===== src/rtl/uart_transmitter.sv =====
// 8-bit UART transmitter with a one-entry holding register, optional parity and 1/2 stop bits.
// Every state change is gated by clock_enable, so one bit time is TICKS_PER_BIT enabled edges.
module uart_transmitter #(
  parameter int TICKS_PER_BIT = 16,
  parameter int PARITY        = 0,
  parameter int STOP_BITS     = 1
) (
  input  logic       CLKIN,
  input  logic       RESETN,
  input  logic       clock_enable,
  input  logic [7:0] data,
  input  logic       valid,
  output logic       ready,
  output logic       tx,
  output logic       busy
);
  localparam int              CW        = (TICKS_PER_BIT > 1) ? $clog2(TICKS_PER_BIT) : 1;
  localparam logic [CW-1:0]   TICK_LAST = CW'(TICKS_PER_BIT - 1);
  localparam logic            STOP_LAST = 1'(STOP_BITS - 1);

  typedef enum logic [2:0] {S_IDLE, S_START, S_DATA, S_PARITY, S_STOP} state_t;

  state_t        state, state_n;
  logic [CW-1:0] cnt, cnt_n;
  logic [2:0]    idx, idx_n;
  logic          stop_cnt, stop_n;
  logic [7:0]    shifter, hold;
  logic          hold_full;
  logic          tx_r, tx_n;
  logic          load, bit_end, par_bit;

  assign bit_end = (cnt == TICK_LAST);
  assign par_bit = (PARITY == 2) ? ~(^shifter) : ^shifter;

  // tx_n is the line level for the state being entered, so tx stays a plain flop.
  always_comb begin
    state_n = state;
    cnt_n   = cnt;
    idx_n   = idx;
    stop_n  = stop_cnt;
    tx_n    = tx_r;
    load    = 1'b0;
    case (state)
      S_IDLE:  if (hold_full) load = 1'b1;
      S_START: if (bit_end) begin
        state_n = S_DATA;
        idx_n   = 3'd0;
        tx_n    = shifter[0];
      end
      S_DATA: if (bit_end) begin
        if (idx == 3'd7) begin
          if (PARITY != 0) begin
            state_n = S_PARITY;
            tx_n    = par_bit;
          end else begin
            state_n = S_STOP;
            stop_n  = 1'b0;
            tx_n    = 1'b1;
          end
        end else begin
          idx_n = idx + 3'd1;
          tx_n  = shifter[idx_n];
        end
      end
      S_PARITY: if (bit_end) begin
        state_n = S_STOP;
        stop_n  = 1'b0;
        tx_n    = 1'b1;
      end
      S_STOP: if (bit_end) begin
        if (stop_cnt == STOP_LAST) begin
          if (hold_full) load = 1'b1;
          else begin
            state_n = S_IDLE;
            tx_n    = 1'b1;
          end
        end else begin
          stop_n = 1'b1;
        end
      end
      default: state_n = S_IDLE;
    endcase
    if (state != S_IDLE) cnt_n = bit_end ? '0 : cnt + CW'(1);
    // Loading from IDLE or from the last stop edge both start a fresh start bit.
    if (load) begin
      state_n = S_START;
      cnt_n   = '0;
      tx_n    = 1'b0;
    end
  end

  always_ff @(posedge CLKIN or negedge RESETN) begin
    if (!RESETN) begin
      state     <= S_IDLE;
      cnt       <= '0;
      idx       <= 3'd0;
      stop_cnt  <= 1'b0;
      shifter   <= 8'h00;
      hold      <= 8'h00;
      hold_full <= 1'b0;
      tx_r      <= 1'b1;
    end else if (clock_enable) begin
      state    <= state_n;
      cnt      <= cnt_n;
      idx      <= idx_n;
      stop_cnt <= stop_n;
      tx_r     <= tx_n;
      if (load) begin
        shifter   <= hold;
        hold_full <= 1'b0;
      end else if (valid && !hold_full) begin
        hold      <= data;
        hold_full <= 1'b1;
      end
    end
  end

  assign ready = ~hold_full;
  assign busy  = (state != S_IDLE);
  assign tx    = tx_r;

endmodule


===== config.mk =====
export PLATFORM = sky130hd
export DESIGN_NAME = uart_transmitter
export DESIGN_NICKNAME = d
export VERILOG_FILES = /design/src/rtl/uart_transmitter.sv
export SDC_FILE = /design/constraint.sdc
export NUM_CORES = 1
export LEC_CHECK = 0
export ABC_AREA = 1
export CAP_MARGIN = 0
export CORE_MARGIN = 3
export CORE_UTILIZATION = 30
export DETAILED_ROUTE_END_ITERATION = 7
export SKIP_LAST_GASP = 1
export SLEW_MARGIN = 10
export SYNTH_ARGS = -nofsm -noshare
export SYNTH_HDL_FRONTEND = slang
export SYNTH_SLANG_ARGS = --single-unit
export TNS_END_PERCENT = 1

===== constraint.sdc =====
create_clock -name CLKIN -period 2.6 [get_ports CLKIN]
set_input_delay 0.26 -clock CLKIN [delete_from_list [all_inputs] [get_ports CLKIN]]
set_output_delay 0.26 -clock CLKIN [all_outputs]
set_load 0.05 [all_outputs]

==> flow_summary.ini <==
[setup_path]
critPathLaunchType = flip-flop
end_kind = output port
cpPeakStageDelay_ns = 0.79
cp.required_ns = 2.34
crit_buf_inv = 3
ff2ff_path_depth = 8
path_max_fanout = 4
crit_path_cell_trace = inv_2, nand2_1, nor2_1, inv_1, clkdlybuf4s50_1
critPathArrivalTime_ns = 1.84
worst-path-stages = 5
path_delay_family = buffers and inverters
cp_slowest_cell = clkdlybuf4s50_1
path_class = reg2out

[sta]
fin_setup_tns_ns = 0
final.period_utilization_pct = 80.8
drv_slew = 0
max_slew.worst_pin.slew_ns = 0.494
max_slew_margin_pct = 67.0
finalHoldViolCount = 0
clock_skew_ns = 0.00179
max_clock_freq_ghz = 0.476
setup_viol = 0
timing.final.ws_setup_ns = 0.500
rsz0062_at_grt = no
finalCriticalPeriod_ns = 2.10

[power_and_ir_drop]
ir_drop_mv = 0.361
p_int_mw = 1.12
p_seq_share_pct = 38.5
leakage_nw = 0.856
p_sw_uw = 809
pwr-share-clk_pct = 18.1
combPwrFrac_pct = 43.5
switching_share_pct = 41.9
power_density_mw_per_mm2 = 1100

[grt]
grt_pass1_wl_um = 4680
grt_max_degree = 29
grt_pass1_vias = 1041
antenna_found_initial = 0
gr-total-overflow = 0
grt.total_usage_pct = 10.8

[clock_network]
ctsResizeCount = 0
cts_setup_buffers = 0
cts_tree = done
clkLatencyLatePin_ns = 0.28
h-tree-depth = 1
root_buffer = clkbuf_8
clk_path_buf_depth = 2
clk_pin_slew_worst_paths_ns = 0.10
numClockSinks = 28
ctsHoldBuffers = 0
numCtsBuffers = 3

[placement]
hpwl_um = 2050
place_congestion = 0.755
pre_cts_ws_ns = 0.817
port_buffers = 14
dpl_cell_area_sq_mm = 0.00168

[synth]
syn_inst = 181
synth_edf_count = 0
ys_types = 27
synth_commonest_cells = 65 x nand2_1, 27 x dfrtp_1, 23 x inv_1, 18 x o21ai_0, 10 x nand3_1
synthArstFlopShare_pct = 100
synth_flop_cell = dfrtp_1
synth_fp_nets = 196
synthTopCellsByArea = dfrtp_1 46%, nand2_1 17%, o21ai_0 6.2%
ys_seq_area_share_pct = 47.9
postSynthAreaPerCell_sq_um = 8.09
synth_area_sq_mm = 0.00146
synth_seq_cells = 28
yosysMostFrequentCell = nand2_1
yosysTopAreaCellShare_pct = 46.2
synth_area_leader_cell = dfrtp_1
yosys_warnings = 0

[layout]
area_growth_pct = 19.7
antenna_cells = 0
design_area_sq_mm = 0.00175
regArea_sq_um = 702
fillers = 474
drive_gt1_share_pct = 12.6
multi_input_area_sq_um = 649
nNetsFinal = 215

[routing]
viasPerCell = 4.35
firstDrtPassIters = 4
met2RoutedLength_um = 1280
routed_wl_um = 2740
routed-wl-met3_um = 69
wl_per_cell_um = 10.4
vias = 1148
m1WireLength_um = 1340
top_layer_used = met4
drc_errors = 0
first_iter_violations = 47
ant_nets = 0

[floorplan]
io_pins = 15
die_w_um = 75.9
dieHeight_um = 75.9
fp.coreArea_sq_mm = 0.00453
num_rows = 24
die-area_sq_mm = 0.00575
initial_utilization_pct = 32.3

[run_status]
outcome = complete, no violations

[worst_hold_path]
hold_path_class = in2async

[flow_run]
drv_cap = 0
==> worst reg2reg max path, cell delays in order (launching register included) <==
cell	delay, ns
dfrtp_1	0.41
ha_1	0.23
nand3_4	0.15
nand2_2	0.12
nand2_4	0.10
nor2_4	0.27
inv_1	0.13
o21ai_1	0.09
a21oi_1	0.05
==> cells by family after synthesis <==
group,share of synthesized area [%]
and+or+nand+nor,32.9
AOI/OAI and AO/OA,8.29
buffers and inverters,7.69
DFF,47.9
adders and majority gates,2.56
xor gates and xnor gates,0.598
==> worst paths after layout <==
| kind | start | end | slack [ns] |
|---|---|---|---|
| min in group CLKIN | tx | tx | 0.48 |
| max in group asynchronous | RESETN | tx | 1.95 |
| setup reg to reg | cnt[0] | cnt[2] | 0.94 |
| setup / recovery | state[0] | busy | 0.50 |
| hold reg to reg | tx | tx | 0.48 |
| hold / removal | RESETN | hold[4] | 0.35 |
==> registers in the layout (all words and copies together) (netlist names) <==
name	count
shifter	8
state	3
hold	8
hold_full	1
idx	3
cnt	4
tx	1
==> final cells by class <==
type / instances / share of cell area [%]
clock inverters: 1 / 1.71
flip-flops and latches: 28 / 40.0
inverters: 27 / 5.78
multi-input cells: 125 / 37.0
clock buffers: 3 / 2.36
repair buffers: 15 / 8.42
well taps: 65 / 4.64
==> layer usage <==
layer  vias up  global-route usage [%]
met3         5                    1.72
met2        17                    16.4
met5         -                       0
met4         0                    5.24
met1       524                    14.9
li1        602                       -
==> placed cells by master (no fill, tap or decap), drive strengths merged <==
master,instances
a21oi,2
xor2,1
a21boi,1
nand2,70
clkbuf,3
o21ai,20
dfstp,1
buf,1
nor3,3
clkdlybuf4s50,14
nand3,13
bufinv,1
ha,3
nand3b,2
dfrtp,27
nand4,1
clkinv,1
inv,26
nor2,9
==> power by group through the flow <==
stage               Sequential (mW)  Combinational, mW  Clock, mW
finish                        0.743              0.839      0.349
global route                  0.767              0.962      0.374
CTS                           0.742              0.850      0.357
detailed placement            0.752              0.842          0
global placement              0.751              0.827          0
floorplan                     0.751              0.637          0
==> stage by stage <==
| step | power, mW | cells | util (%) | hold slack [ns] |
|---|---|---|---|---|
| 2_1_floorplan | 1.39 | 181 | - | -0.0356 |
| 3_3_place_gp | 1.58 | 260 | 37.1 | 0.462 |
| 3_5_place_dp | 1.59 | 260 | 37.1 | 0.469 |
| 4_1_cts | 1.95 | 264 | 38.7 | 0.361 |
| 5_1_grt | 2.10 | 264 | 38.7 | 0.364 |
| 6_report | 1.93 | 264 | 38.7 | 0.346 |
(Power assumes the default switching activity.)
